**src/rtl/host_reg_file_pkg.sv**
```systemverilog
// Shared types and register map for the host-facing control/status register file.
// Byte offsets match the host driver's view of the vector-add engine.
package host_pkg;

    typedef enum logic [1:0] {
        IDLE  = 2'd0,
        READ  = 2'd1,
        WRITE = 2'd2
    } state_t;

    localparam int REG_CTRL   = 'h00;
    localparam int REG_CYCLES = 'h04;
    localparam int REG_LENGTH = 'h08;
    localparam int REG_A_ADDR = 'h0C;
    localparam int REG_B_ADDR = 'h10;
    localparam int REG_C_ADDR = 'h14;

    localparam int CTRL_LAUNCH = 0;
    localparam int CTRL_FINISH = 1;

endpackage

```
**src/rtl/host_reg_file_if.sv**
```systemverilog
// Host request/response channel: request held stable until deq, read data returned with deq.
// The host side is the master; the register file is the slave.
interface host_reg_file_if #(
    parameter int HOST_ADDR_BITS = 8,
    parameter int HOST_DATA_BITS = 32
);
    logic                      req_valid;
    logic                      req_opcode;
    logic [HOST_ADDR_BITS-1:0] req_addr;
    logic [HOST_DATA_BITS-1:0] req_value;
    logic                      req_deq;
    logic                      resp_valid;
    logic [HOST_DATA_BITS-1:0] resp_bits;

    modport master (
        output req_valid, req_opcode, req_addr, req_value,
        input  req_deq, resp_valid, resp_bits
    );

    modport slave (
        input  req_valid, req_opcode, req_addr, req_value,
        output req_deq, resp_valid, resp_bits
    );
endinterface

```
**src/rtl/host_reg_file.sv**
```systemverilog
// Control/status registers between the host and the vector-add engine; one request per two cycles,
// deq (and read data) one cycle after the request is seen. Compute-side outputs come straight from flops.
module host_reg_file
    import host_pkg::*;
#(
    parameter int HOST_ADDR_BITS = 8,
    parameter int HOST_DATA_BITS = 32
) (
    input  logic                      clock,
    input  logic                      reset,
    host_reg_file_if.slave            host,
    output logic                      launch,
    input  logic                      finish,
    input  logic                      event_counter_valid,
    input  logic [HOST_DATA_BITS-1:0] event_counter_value,
    output logic [HOST_DATA_BITS-1:0] length,
    output logic [HOST_DATA_BITS-1:0] a_addr,
    output logic [HOST_DATA_BITS-1:0] b_addr,
    output logic [HOST_DATA_BITS-1:0] c_addr
);

    state_t                    state;
    state_t                    state_nxt;
    logic                      finish_bit;
    logic [HOST_DATA_BITS-1:0] cycles;
    logic [HOST_DATA_BITS-1:0] rdata;

    logic hit_ctrl, hit_cycles, hit_length, hit_a, hit_b, hit_c;
    logic wr;

    assign hit_ctrl   = (host.req_addr == HOST_ADDR_BITS'(REG_CTRL));
    assign hit_cycles = (host.req_addr == HOST_ADDR_BITS'(REG_CYCLES));
    assign hit_length = (host.req_addr == HOST_ADDR_BITS'(REG_LENGTH));
    assign hit_a      = (host.req_addr == HOST_ADDR_BITS'(REG_A_ADDR));
    assign hit_b      = (host.req_addr == HOST_ADDR_BITS'(REG_B_ADDR));
    assign hit_c      = (host.req_addr == HOST_ADDR_BITS'(REG_C_ADDR));

    assign wr = (state == WRITE);

    always_comb begin
        state_nxt = IDLE;
        if (state == IDLE && host.req_valid) begin
            state_nxt = host.req_opcode ? WRITE : READ;
        end
    end

    always_ff @(posedge clock) begin
        if (reset) begin
            state      <= IDLE;
            launch     <= 1'b0;
            finish_bit <= 1'b0;
            cycles     <= '0;
            length     <= '0;
            a_addr     <= '0;
            b_addr     <= '0;
            c_addr     <= '0;
        end else begin
            state <= state_nxt;

            // Job completion beats a simultaneous host CTRL write.
            if (finish) begin
                launch     <= 1'b0;
                finish_bit <= 1'b1;
            end else if (wr && hit_ctrl) begin
                launch     <= host.req_value[CTRL_LAUNCH];
                finish_bit <= 1'b0;
            end

            if (event_counter_valid) begin
                cycles <= event_counter_value;
            end

            // Job parameters are frozen while the engine is running.
            if (wr && !launch) begin
                if (hit_length) length <= host.req_value;
                if (hit_a)      a_addr <= host.req_value;
                if (hit_b)      b_addr <= host.req_value;
                if (hit_c)      c_addr <= host.req_value;
            end
        end
    end

    always_comb begin
        rdata = '0;
        if (hit_ctrl) begin
            rdata[CTRL_LAUNCH] = launch;
            rdata[CTRL_FINISH] = finish_bit;
        end else if (hit_cycles) begin
            rdata = cycles;
        end else if (hit_length) begin
            rdata = length;
        end else if (hit_a) begin
            rdata = a_addr;
        end else if (hit_b) begin
            rdata = b_addr;
        end else if (hit_c) begin
            rdata = c_addr;
        end
    end

    assign host.req_deq    = (state == READ) || (state == WRITE);
    assign host.resp_valid = (state == READ);
    assign host.resp_bits  = (state == READ) ? rdata : '0;

endmodule
```
**src/flat_wrapper.sv**
```systemverilog
// flat-port wrapper written by rule: the top's interface ports become plain ports
module host_reg_file_flat import host_pkg::*;
#(
    parameter int HOST_ADDR_BITS = 8,
    parameter int HOST_DATA_BITS = 32
)
  (clock, reset, launch, finish, event_counter_valid, event_counter_value, length, a_addr, b_addr, c_addr, host_req_valid, host_req_opcode, host_req_addr, host_req_value, host_req_deq, host_resp_valid, host_resp_bits);
  host_reg_file_if #(.HOST_ADDR_BITS(HOST_ADDR_BITS), .HOST_DATA_BITS(HOST_DATA_BITS)) host_i ();
  input  logic clock;
  input  logic reset;
  output logic launch;
  input  logic finish;
  input  logic event_counter_valid;
  input  logic [HOST_DATA_BITS-1:0] event_counter_value;
  output logic [HOST_DATA_BITS-1:0] length;
  output logic [HOST_DATA_BITS-1:0] a_addr;
  output logic [HOST_DATA_BITS-1:0] b_addr;
  output logic [HOST_DATA_BITS-1:0] c_addr;
  input wire logic [$bits(host_i.req_valid)-1:0] host_req_valid;
  input wire logic [$bits(host_i.req_opcode)-1:0] host_req_opcode;
  input wire logic [$bits(host_i.req_addr)-1:0] host_req_addr;
  input wire logic [$bits(host_i.req_value)-1:0] host_req_value;
  output wire logic [$bits(host_i.req_deq)-1:0] host_req_deq;
  output wire logic [$bits(host_i.resp_valid)-1:0] host_resp_valid;
  output wire logic [$bits(host_i.resp_bits)-1:0] host_resp_bits;
  assign host_i.req_valid = host_req_valid;
  assign host_i.req_opcode = host_req_opcode;
  assign host_i.req_addr = host_req_addr;
  assign host_i.req_value = host_req_value;
  assign host_req_deq = host_i.req_deq;
  assign host_resp_valid = host_i.resp_valid;
  assign host_resp_bits = host_i.resp_bits;
  host_reg_file #(.HOST_ADDR_BITS(HOST_ADDR_BITS), .HOST_DATA_BITS(HOST_DATA_BITS)) u_core (.clock(clock), .reset(reset), .host(host_i), .launch(launch), .finish(finish), .event_counter_valid(event_counter_valid), .event_counter_value(event_counter_value), .length(length), .a_addr(a_addr), .b_addr(b_addr), .c_addr(c_addr));
endmodule
```
**config.mk**
```make
export PLATFORM = sky130hd
export DESIGN_NAME = host_reg_file_flat
export DESIGN_NICKNAME = d
export VERILOG_FILES = /design/src/rtl/host_reg_file_pkg.sv /design/src/rtl/host_reg_file_if.sv /design/src/rtl/host_reg_file.sv /design/src/flat_wrapper.sv
export SDC_FILE = /design/constraint.sdc
export NUM_CORES = 1
export LEC_CHECK = 0
export BUFFER_PORTS_ARGS = -buffer_cell sky130_fd_sc_hd__clkbuf_2
export CORE_ASPECT_RATIO = 0.7
export CORE_MARGIN = 2
export CORE_UTILIZATION = 25
export CTS_CLUSTER_DIAMETER = 120
export CTS_CLUSTER_SIZE = 24
export DETAILED_ROUTE_END_ITERATION = 7
export PLACE_DENSITY = 0.48
export SYNTH_ARGS = -nofsm -noshare
export SYNTH_HDL_FRONTEND = slang
export SYNTH_SLANG_ARGS = --single-unit
export TNS_END_PERCENT = 20
```
**constraint.sdc**
```tcl
create_clock -name clock -period 3.2 [get_ports clock]
set_input_delay 0.64 -clock clock [delete_from_list [all_inputs] [get_ports clock]]
set_output_delay 0.64 -clock clock [all_outputs]
set_load 0.005 [all_outputs]
```
* After elaboration in Yosys (flattened, before gate mapping)
Cells that the tools add are included.
** Storage, ports and cells
- Bits in registers :: 164
- Bits of input ports :: 78
- Output and inout port bits :: 163
- Word-level logic and storage cells :: 41
** Operators by class
- Equality and inequality tests :: 7
- Muxes and demuxes :: 11
- Bitwise operators :: 1
- Reductions and logical operators :: 14
** Operator list (number)
- $mux 32 :: 6
- $mux 30 :: 1
- $eq 8x4->1 const B :: 2
- $eq 8x5->1 const B :: 2
- $eq 8x3->1 const B :: 1
- $logic_not 8->1 :: 1
- $reduce_and 2->1 :: 4
- $mux 2 :: 2
- $reduce_or 2->1 :: 2
- $logic_and 1x1->1 :: 3
- $eq 2x1->1 const B :: 1
- $eq 2x2->1 const B :: 1
- $logic_not 2->1 :: 1
- $mux 1 :: 2
- $reduce_bool 2->1 :: 1
- $logic_not 1->1 :: 1
- $logic_or 1x1->1 :: 1
- $not 1->1 :: 1

* Logic depth before layout (Yosys ltp)
Gate-level depths: netlist of the first run.
- Depth after elaboration :: 8
- Gate-level depth with buffers :: 8
- Mapped depth without buffers :: 6

* Worst setup path after synthesis of the first run
OpenSTA, ideal clock, no wires.
- Kind :: in2out
- Start point :: in host_req_addr[7]
- End point :: out host_resp_bits[1]
- Arrival :: 2.056 ns
- Required time :: 2.560 ns
- Path slack :: 0.504 ns
- Stages on the path :: 6
- Path buffers :: 2
- Cells stage by stage :: or4_1 buf_2 nor2_1 clkbuf_1 a221o_1 o211ai_1
** Between the ends
- Word-level cells in the longest chain between the ends :: 8
- Elaborated cells between the ends (all ways) :: 13
- Classes of those cells :: 5 x eq/ne; 7 x mux; 1 x reduce/logical
** Ends and longest elaborated chain
- start, declared :: RTL line flat_wrapper.sv:21 : input wire logic [$bits(host_i.req_addr)-1:0] host_req_addr;
- $eq 8x5->1 :: RTL line host_reg_file.sv:36 : assign hit_c = (host.req_addr == HOST_ADDR_BITS'(REG_C_ADDR));
- $mux 32 :: RTL line host_reg_file.sv:96 : end else if (hit_c) begin
- $mux 32 :: RTL line host_reg_file.sv:94 : end else if (hit_b) begin
- $mux 32 :: RTL line host_reg_file.sv:92 : end else if (hit_a) begin
- $mux 32 :: RTL line host_reg_file.sv:90 : end else if (hit_length) begin
- $mux 32 :: RTL line host_reg_file.sv:88 : end else if (hit_cycles) begin
- $mux 2 (*) :: RTL line host_reg_file.sv:85 : if (hit_ctrl) begin
- $mux 32 (*) :: RTL line host_reg_file.sv:103 : assign host.resp_bits = (state == READ) ? rdata : '0;
- end, declared :: RTL line flat_wrapper.sv:25 : output wire logic [$bits(host_i.resp_bits)-1:0] host_resp_bits;
Mark *: on every way between the ends. The rest lies on a longest branch, timed or not.

* Worst setup path after layout of the first run
- Start point :: in host_req_addr[1]
- End point :: out host_resp_bits[18]
** Between the ends
- Word-level cells in the longest chain between the ends :: 8
- Elaborated cells between the ends (all ways) :: 13
- Classes of those cells :: 5 x eq/ne; 7 x mux; 1 x reduce/logical
** Ends and longest elaborated chain (RTL line)
- $eq 8x5->1 :: host_reg_file.sv:36
- $mux 32 :: host_reg_file.sv:96
- $mux 32 :: host_reg_file.sv:94
- $mux 32 :: host_reg_file.sv:92
- $mux 32 :: host_reg_file.sv:90
- $mux 32 :: host_reg_file.sv:88
- $mux 30 (*) :: host_reg_file.sv:85
- $mux 32 (*) :: host_reg_file.sv:103
Marked as above.

==> results of run 1 <==
-- state kept, by name, summed over array words and instances (netlist names) --
signal / cells
u_core.a_addr: 32
u_core.b_addr: 32
u_core.c_addr: 32
u_core.cycles: 32
u_core.finish_bit: 1
u_core.launch: 1
u_core.length: 32
u_core.state: 2
-- final cells by class --
cell class	count	area (sq um)	share of cell area, %
Timing Repair Buffer	292	1730	17.0
Tap cell	412	515	5.05
Sequential cell	164	3280	32.1
Multi-Input combinational cell	677	4090	40.0
Clock inverter	14	155	1.52
Clock buffer	17	425	4.17
Inverter	3	11.3	0.110
Antenna cell	1	2.50	0.0245
-- layout by cell type, fill, tap and decap left out, drive strengths merged, types with 5 or more instances in the layout --
cell type	instances
mux2i	97
a31oi	30
inv	6
o21ai	30
nand2	191
nor3	5
a22o	29
buf	54
nand3	35
dfxtp	164
mux2	31
clkbuf	255
nor2	99
a21o	29
a21oi	69
clkinv	5
-- power breakdown --
part	leakage, nW	switching, mW	total, mW	internal [mW]
clock network	0.274	0.940	2.10	1.16
registers	1.33	0.0196	2.09	2.07
logic	2.73	0.189	0.308	0.119
total	4.33	1.15	4.49	3.34
-- timing repair --
action	in CTS	in global routing
endpoints found under the setup margin	1	0
hold buffers	0	0
resized for setup	1	0
buffers inserted	0	0
-- metal layers --
layer	vias up	GRT usage (%)	part of all wire, %
met5	-	0	0.025
met3	35	5.97	8.1
met1	3648	30.4	51
met4	2	5.17	1.6
met2	287	27.0	40
li1	3657	-	-
-- metrics by stage --
| stage | cells | power [mW] | utilization [%] | hold WS [ns] | worst slack [ns] |
|---|---|---|---|---|---|
| 6_report | 1580 | 4.49 | 33.9 | 0.388 | 0.176 |
| 2_1_floorplan | 928 | 2.27 | - | 0.451 | 0.504 |
| 4_1_cts | 1579 | 4.55 | 33.9 | 0.359 | 0.188 |
| 3_5_place_dp | 1548 | 2.44 | 32.0 | 0.465 | 0.0000939 |
| 5_1_grt | 1579 | 4.67 | 33.9 | 0.381 | 0.0945 |
| 3_3_place_gp | 1548 | 2.44 | 32.0 | 0.459 | 0.0233 |
-- worst min-delay path by stage --
stage                                    to  slack [ns]         startpoint  cells after the start
after global placement     u_core.a_addr[2]        0.46   u_core.a_addr[2]                      2
after global routing        u_core.state[0]        0.38    host_req_opcode                      2
after CTS                   u_core.state[0]        0.36    host_req_opcode                      2
after floorplan           u_core.finish_bit        0.45  u_core.finish_bit                      2
after detailed placement  u_core.length[15]        0.47  u_core.length[15]                      2
final                       u_core.state[0]        0.39    host_req_opcode                      2
-- worst reg2reg max path, delay by kind of cell (launching register included) --
family / cells / cell delay, ns
AND/OR/NAND/NOR: 3 / 0.63
adder cells (fa/ha/maj): 1 / 0.25
flip-flops: 1 / 0.31
buffers and inverters: 2 / 0.47
multiplexers: 1 / 0.28
-- cell families after synthesis --
family | Yosys count | share of synthesized area (%)
simple gates | 353 | 19.1
compound gates | 193 | 15.7
flops | 164 | 42.7
mux | 128 | 17.2
buf+inv | 87 | 4.80
fa+ha+maj | 3 | 0.488
==> flow_metrics.tcl, run 1 <==
set metrics [dict create \
    leakage_nw 4.33 \
    max_slew.worst_pin.slew_ns 0.666 \
    yosysTopAreaCellShare_pct 42.7 \
    drive_gt1_share_pct 31.4 \
    finalCriticalPeriod_ns 3.02 \
    powerDensity_mw_per_mm2 440 \
    gp_congestion 0.837 \
    setup_viol 0 \
    crit_family "simple AND/OR/NAND/NOR gates" \
    ir_drop_mv 0.322 \
    wl_per_cell_microns 20.5 \
    cp.arrival_ns 2.38 \
    gr-total-overflow 0 \
    clockRootBuffer "clkbuf_16" \
    reg2regPathDepth 7 \
    grt_pass1_wl_mm 47.5 \
    cts.clk_slew.worst_paths_ns 0.06 \
    core-area_sq_mm 0.0301 \
    clock_latency_ns 0.44 \
    worstSetupEndpointType "primary output" \
    critPathMostFrequentCell "clkbuf_2" \
    synth_area_sq_mm 0.00769 \
    drt_wl_total_mm 32.4 \
    fmax_mhz 331 \
    endpoint "host_resp_bits[18]" \
    critPathSlowestCell "or3b_2" \
    port_buffers 240 \
    final_nets 1236 \
    synth-async-reset-ratio_pct 0 \
    via_per_inst 4.83 \
    crit_path_cell_trace "clkbuf_2, or3b_2, nor3_2, buf_4, buf_12, nand2_1, a31oi_1, clkbuf_2" \
    rsz0062_at_grt "no" \
    setup_tns_ns 0 \
    ys_seq_elements 164 \
    slew_headroom_pct 55.6 \
    design_area_sq_mm 0.0102 \
    firstDrtPassIters 5 \
    synth_nets 1009 \
    skew_ns 0.0147 \
    yosys-top-cells-count "nand2_1 (191), dfxtp_1 (164), nor2_1 (99)" \
    outcome "finished clean" \
    max_stage_delay_ns 0.58 \
    path_class "input pin to primary output" \
    htree_num_levels 4 \
    clock_path_buffers 2 \
    critical_path.max_fanout 9 \
    synth_cells 928 \
    die_h_microns 151 \
    ys_warn_count 0 \
    antenna_found_initial 2 \
    dp_hpwl_mm 23.2 \
    cts_tree "done" \
    yosys-top-cells-area "dfxtp_1 (43%), mux2i_1 (13%), nand2_1 (9.3%), nor2_1 (4.8%), mux2_2 (4.5%)" \
    vias 7629 \
    seq_area_frac_synth_pct 42.7 \
    cap_viol_max_count 0 \
    ys_types 35 \
    synth-edff-count 0 \
    path_buf_inv 4 \
    cp-start-kind "input pin" \
    syn_to_final_growth_pct 32.9 \
    synth_top_area_cell "dfxtp_1" \
    synth_ff_type "dfxtp_1" \
    drt-initial-drc-count 548 \
    syn_area_per_cell_sq_um 8.28 \
    grt_max_degree 68 \
    cts_inserted_buffers 17 \
    clock-sinks 164 \
    slew_violations 0 \
    ff2ff_setup_slack_ns 1.15 \
    grt.total_usage_pct 20.1 \
    grt_pass1_vias 7159 \
    cp-startpoint "host_req_addr[1]" \
    row_count 53 \
    dieArea_sq_mm 0.0322 \
    num_io_pins 241 \
    postRouteAntennaNets 0 \
    initial_utilization_pct 25.5 \
    drc 0 \
    path_depth 8 \
    yosysMostFrequentCell "nand2_1" \
    hp-class "input pin to flip-flop" \
    fin_crit_sh_pct 94.5 \
    die_x_microns 214 \
    finalHoldViolCount 0 \
    n_fill_cell 3237 \
    required_ns 2.56 \
    place_area_sq_mm 0.00963 \
    rr_startpoint "u_core.state[0]" \
    r2r_end "u_core.b_addr[12]" \
]
Power figures use the tool's default switching activity.
==> inputs of run 2 (changes only) <==
--- a/config.mk
+++ b/config.mk
@@ -6,7 +6,7 @@
 export NUM_CORES = 1
 export LEC_CHECK = 0
 export BUFFER_PORTS_ARGS = -buffer_cell sky130_fd_sc_hd__clkbuf_2
-export CORE_ASPECT_RATIO = 0.7
+export CORE_ASPECT_RATIO = 0.5
 export CORE_MARGIN = 2
 export CORE_UTILIZATION = 25
 export CTS_CLUSTER_DIAMETER = 120
==> run 2 against run 1 <==
  * Critical endpoint is now host_resp_bits[2]
  * Non-clock buffer count down 13
  * Wire length is 6.6% lower
  * Die area increased by 0.20%
  * Combinational power is 6% lower
  * Clock skew decreased by 0.0061 ns
  * Sequential share of layout area grew 0.27 points
  * Power grew 3.5%
  * First-iteration DRC count grew 6.9%
  * Final cell count fell by 1.7%
  * Final area fell by 0.84%
  * Via count fell by 1.5%
  * Worst hold slack worse by 0.0060 ns
==> flow_metrics.tcl, run 2 (synthesis gave the netlist of run 1 again) <==
set metrics [dict create \
    powerDensity_mw_per_mm2 459 \
    max_slew.worst_pin.slew_ns 0.622 \
    wl_met2_mm 14.3 \
    endpoint "host_resp_bits[2]" \
    dp.cells 1522 \
    final_cell_mix "clkbuf_2 (238), nand2_1 (191), dfxtp_1 (164), nor2_1 (98), mux2i_1 (97)" \
    cp.arrival_ns 2.50 \
    worstHoldStart "host_req_opcode" \
    rsz0062_at_grt "no" \
    setup_viol 0 \
    p_sw_mw 1.09 \
    rr_startpoint "u_core.state[0]" \
    slew_headroom_pct 58.5 \
    gp_congestion 0.863 \
    leakage_nw 4.30 \
    outcome "finished clean" \
    clock-sinks 164 \
    fin_cells 1553 \
    syn_to_final_growth_pct 31.8 \
    grt.total_usage_pct 18.5 \
    drc 0 \
    final_nets 1223 \
    ff2ff_setup_slack_ns 1.12 \
    required_ns 2.56 \
    clockRootBuffer "clkbuf_16" \
    via_per_inst 4.84 \
    setup_tns_ns 0 \
    drt_wl_total_mm 30.2 \
    drive_gt1_share_pct 30.6 \
    clock_latency_ns 0.43 \
    finalHoldViolCount 0 \
    core-area_sq_mm 0.0303 \
    postRouteAntennaNets 0 \
    clkPwrFrac_pct 49.0 \
    dr.max_layer_used "met4" \
    clock_path_buffers 2 \
    grt_max_degree 61 \
    fin_util_pct 33.4 \
    slew_violations 0 \
    cap_viol_max_count 0 \
    grt_pass1_vias 7108 \
    die_x_microns 252 \
    initial_utilization_pct 25.4 \
    gr-total-overflow 0 \
    fmax_mhz 319 \
    num_io_pins 241 \
    row_count 45 \
    reg2regPathDepth 7 \
    die_h_microns 128 \
    sw_frac_of_total_pct 23.5 \
    cts_tree "done" \
    fin_crit_sh_pct 98.0 \
    n_fill_cell 3242 \
    finalCriticalPeriod_ns 3.14 \
    path_class "input pin to primary output" \
    cts_inserted_buffers 17 \
    combPwrFrac_pct 6.3 \
    dp_hpwl_mm 21.1 \
    ir_drop_mv 0.355 \
    cp-startpoint "host_req_addr[7]" \
    wl_per_cell_microns 19.5 \
    postCtsSetupRepairBufs 0 \
    intPower_mw 3.55 \
    antennaDiodeCount 0 \
    hp-class "input pin to flip-flop" \
    antenna_found_initial 0 \
    vias 7515 \
    critical_path.max_fanout 31 \
    cts.clk_slew.worst_paths_ns 0.06 \
    drt-initial-drc-count 586 \
    route.met3.wl_mm 1.55 \
    port_buffers 240 \
    htree_num_levels 4 \
    cts_hold_buf 0 \
    final_common_cell "clkbuf_2" \
    grt_pass1_wl_mm 44.7 \
    skew_ns 0.00861 \
    wl_met1_mm 13.6 \
    dieArea_sq_mm 0.0322 \
    worstSetupEndpointType "primary output" \
    seq_power_share_pct 44.8 \
    cp-start-kind "input pin" \
    firstDrtPassIters 5 \
    r2r_end "u_core.b_addr[4]" \
]
run 2: cell types whose count changed in the layout (fill, tap and decap cells not counted), sizes merged:
cell / before / now
clkinv: 5 / 2
clkinvlp: 4 / 1
clkbuf: 255 / 259
diode: 1 / 0
bufinv: 2 / 4
buf: 54 / 41
run 2: final cells by class:
class | instances | area [sq um] | share of cell area (%)
Clock inverter | 10 | 170 | 1.68
Clock buffer | 21 | 470 | 4.65
Sequential cell | 164 | 3280 | 32.4
Tap cell | 399 | 499 | 4.93
Inverter | 3 | 11.3 | 0.111
Multi-Input combinational cell | 677 | 4090 | 40.4
Timing Repair Buffer | 279 | 1600 | 15.8
run 2: power by group through the flow:
stage	combinational [mW]	sequential (mW)	clock, mW
6_report	0.291	2.08	2.27
5_1_grt	0.315	2.08	2.40
4_1_cts	0.292	2.08	2.32
3_5_place_dp	0.291	2.13	0
3_3_place_gp	0.288	2.13	0
2_1_floorplan	0.144	2.12	0
run 2: worst min-delay path by stage:
stage	cells after the start	slack, ns	endpoint
2_1_floorplan	2	0.45	u_core.finish_bit
3_3_place_gp	2	0.46	u_core.length[13]
3_5_place_dp	2	0.46	u_core.length[12]
4_1_cts	2	0.35	u_core.state[0]
5_1_grt	2	0.38	u_core.state[0]
6_report	2	0.38	u_core.state[0]
run 2: worst max-delay path: stages:
cell and delay (ns):
clkbuf_2 0.09, or4_2 0.76, nor3_2 0.22, buf_12 0.24, nand2_1 0.07, a31oi_1 0.29
clkbuf_2 0.18
run 2: repair_timing:
item                                    CTS  global route
endpoints found under the hold margin     0             0
endpoints found under the setup margin    0             3
gates resized for setup                   0             3
run 2: per-layer routing:
| metal | up-vias | global-route usage (%) |
|---|---|---|
| met1 | 3622 | 24.0 |
| met4 | 0 | 6.86 |
| met5 | - | 0 |
| li1 | 3630 | - |
| met3 | 39 | 3.72 |
| met2 | 224 | 30.6 |
run 2: metrics by stage:
stage | instance area [sq um] | hold slack [ns] | power (mW) | setup slack, ns
after floorplan | 7690 | 0.451 | 2.27 | 0.504
after global placement | 9470 | 0.459 | 2.41 | 0.0686
after detailed placement | 9470 | 0.464 | 2.42 | 0.0569
after CTS | 10100 | 0.354 | 4.69 | 0.0578
after global routing | 10100 | 0.379 | 4.79 | 0.00131
final | 10100 | 0.382 | 4.65 | 0.0632
==> inputs of run 3 (changes only) <==
--- a/config.mk
+++ b/config.mk
@@ -13,6 +13,7 @@
 export CTS_CLUSTER_SIZE = 24
 export DETAILED_ROUTE_END_ITERATION = 7
 export PLACE_DENSITY = 0.48
+export REMOVE_ABC_BUFFERS = 1
 export SYNTH_ARGS = -nofsm -noshare
 export SYNTH_HDL_FRONTEND = slang
 export SYNTH_SLANG_ARGS = --single-unit
==> run 3 against run 2 <==
  * Sequential power hardly changed
  * Sequential cell count stayed put
  * Final cell count is 0.84% higher
  * Via count is 1.6% higher
  * Wire length is 1.3% higher
  * Register-to-register slack better by 0.04 ns
  * Clock skew is 0.0023 ns higher
  * Power is 2.6% lower
  * Global-route usage is 0.21 points lower
  * Fmax is 0.31% higher
  * Critical path type unchanged
==> flow_metrics.tcl, run 3 (synthesis gave the netlist of run 1 again) <==
set metrics [dict create \
    dp.cells 1528 \
    clockRootBuffer "clkbuf_16" \
    reg2regPathDepth 7 \
    skew_ns 0.0109 \
    critical_path.max_fanout 12 \
    grt_max_degree 63 \
    clock-sinks 164 \
    port_buffers 240 \
    met1_usage_pct 22.6 \
    clock_path_buffers 2 \
    grt_pass1_vias 7248 \
    ir_drop_mv 0.363 \
    cts.clk_slew.worst_paths_ns 0.07 \
    drive_gt1_share_pct 30.8 \
    fin_crit_sh_pct 97.7 \
    dieArea_sq_mm 0.0322 \
    holdPathStages 2 \
    num_io_pins 241 \
    worstSetupEndpointType "primary output" \
    grt.total_usage_pct 18.3 \
    drc 0 \
    row_count 45 \
    rsz0062_at_grt "no" \
    cp-start-kind "input pin" \
    final_cell_mix "clkbuf_2 (238), nand2_1 (191), dfxtp_1 (164), nor2_1 (98), mux2i_1 (97)" \
    grt.busiest_layer "met2" \
    grt_pass1_wl_mm 44.7 \
    cts_hold_buf 0 \
    required_ns 2.56 \
    slew_violations 0 \
    wl_per_cell_microns 19.6 \
    gr-total-overflow 0 \
    setup_viol 0 \
    cap_viol_max_count 0 \
    firstDrtPassIters 7 \
    htree_num_levels 4 \
    cts_tree "done" \
    gp_congestion 0.883 \
    final_nets 1229 \
    cp.arrival_ns 2.49 \
    fmax_mhz 320 \
    grt_use_met3_pct 3.13 \
    crit_path_cell_trace "clkbuf_2, or4_2, nor3_2, buf_4, buf_12, nand2_1, a31oi_1, clkbuf_2" \
    fin_util_pct 33.7 \
    max_slew.worst_pin.slew_ns 0.809 \
    drt-initial-drc-count 479 \
    seqCellArea_sq_mm 0.00328 \
    clock_latency_ns 0.44 \
    path_class "input pin to primary output" \
    finalCriticalPeriod_ns 3.13 \
    core-area_sq_mm 0.0303 \
    postRouteAntennaNets 0 \
    antenna_found_initial 6 \
    leakage_nw 4.33 \
    syn_to_final_growth_pct 32.8 \
    fin_cells 1566 \
    vias 7636 \
    use_met2_pct 30.8 \
    powerDensity_mw_per_mm2 443 \
    slew_headroom_pct 46.1 \
    hp-class "input pin to flip-flop" \
    die_h_microns 128 \
    critPathMostFrequentCell "clkbuf_2" \
    cts_inserted_buffers 17 \
    initial_utilization_pct 25.4 \
    n_fill_cell 3182 \
    final_common_cell "clkbuf_2" \
    drt_wl_total_mm 30.6 \
    dp_hpwl_mm 21.6 \
    die_x_microns 252 \
    via_per_inst 4.88 \
    outcome "finished clean" \
    critPathSlowestCell "or4_2" \
    multi_input_area_sq_mm 0.00408 \
    max_stage_delay_ns 0.79 \
    finalHoldViolCount 0 \
]
==> run 3: where the power goes <==
part           switching [mW]  leakage, nW  internal (mW)
registers              0.0139         1.33           2.07
clock network           0.918        0.299           1.23
logic                   0.183         2.70          0.116
==> run 3: cell type report <==
cell class	count	share of cell area, %
Multi-Input combinational cell	677	40.0
Sequential cell	164	32.2
Timing Repair Buffer	285	16.7
Tap cell	399	4.89
Clock buffer	20	4.57
Clock inverter	12	1.42
Antenna cell	6	0.147
Inverter	3	0.110
==> run 3: final timing paths <==
path | from | endpoint | slack, ns
hold / removal | host_req_opcode | u_core.state[0] | 0.38
setup reg to reg | u_core.state[0] | u_core.b_addr[17] | 1.16
setup / recovery | host_req_addr[7] | host_resp_bits[6] | 0.07
hold reg to reg | u_core.a_addr[31] | u_core.a_addr[31] | 0.47
==> run 3: layer usage <==
layer  vias up  share of wire [%]  wire length [microns]
li1       3652                  -                      -
met1      3702                 42                  12900
met2       221                 50                  15200
met3        61                4.4                   1340
met4         0                3.7                   1150
met5         -                  0                      0
==> run 3: metrics by stage <==
stage / TNS [ns] / hold WS (ns) / power, mW / area (sq um) / worst slack [ns]
3_5_place_dp: 0 / 0.465 / 2.42 / 9570 / 0.0685
5_1_grt: 0 / 0.376 / 4.66 / 10200 / 0.00260
6_report: 0 / 0.378 / 4.53 / 10200 / 0.0730
4_1_cts: 0 / 0.370 / 4.56 / 10200 / 0.0664
2_1_floorplan: -166.53 / 0.451 / 2.21 / 7330 / -2.12
3_3_place_gp: 0 / 0.459 / 2.42 / 9570 / 0.0968
==> run 3: what timing repair did <==
| action | CTS | global route |
|---|---|---|
| buffers inserted | 0 | 0 |
| endpoints found under the setup margin | 0 | 1 |
| resized for setup | 0 | 1 |
| hold endpoints to repair | 0 | 0 |
==> run 3: critical path, delay by kind of cell <==
kind	cells	cell delay, ns
AOI/OAI and AO/OA	1	0.21
buffers and inverters	4	0.59
and+or+nand+nor	3	1.03
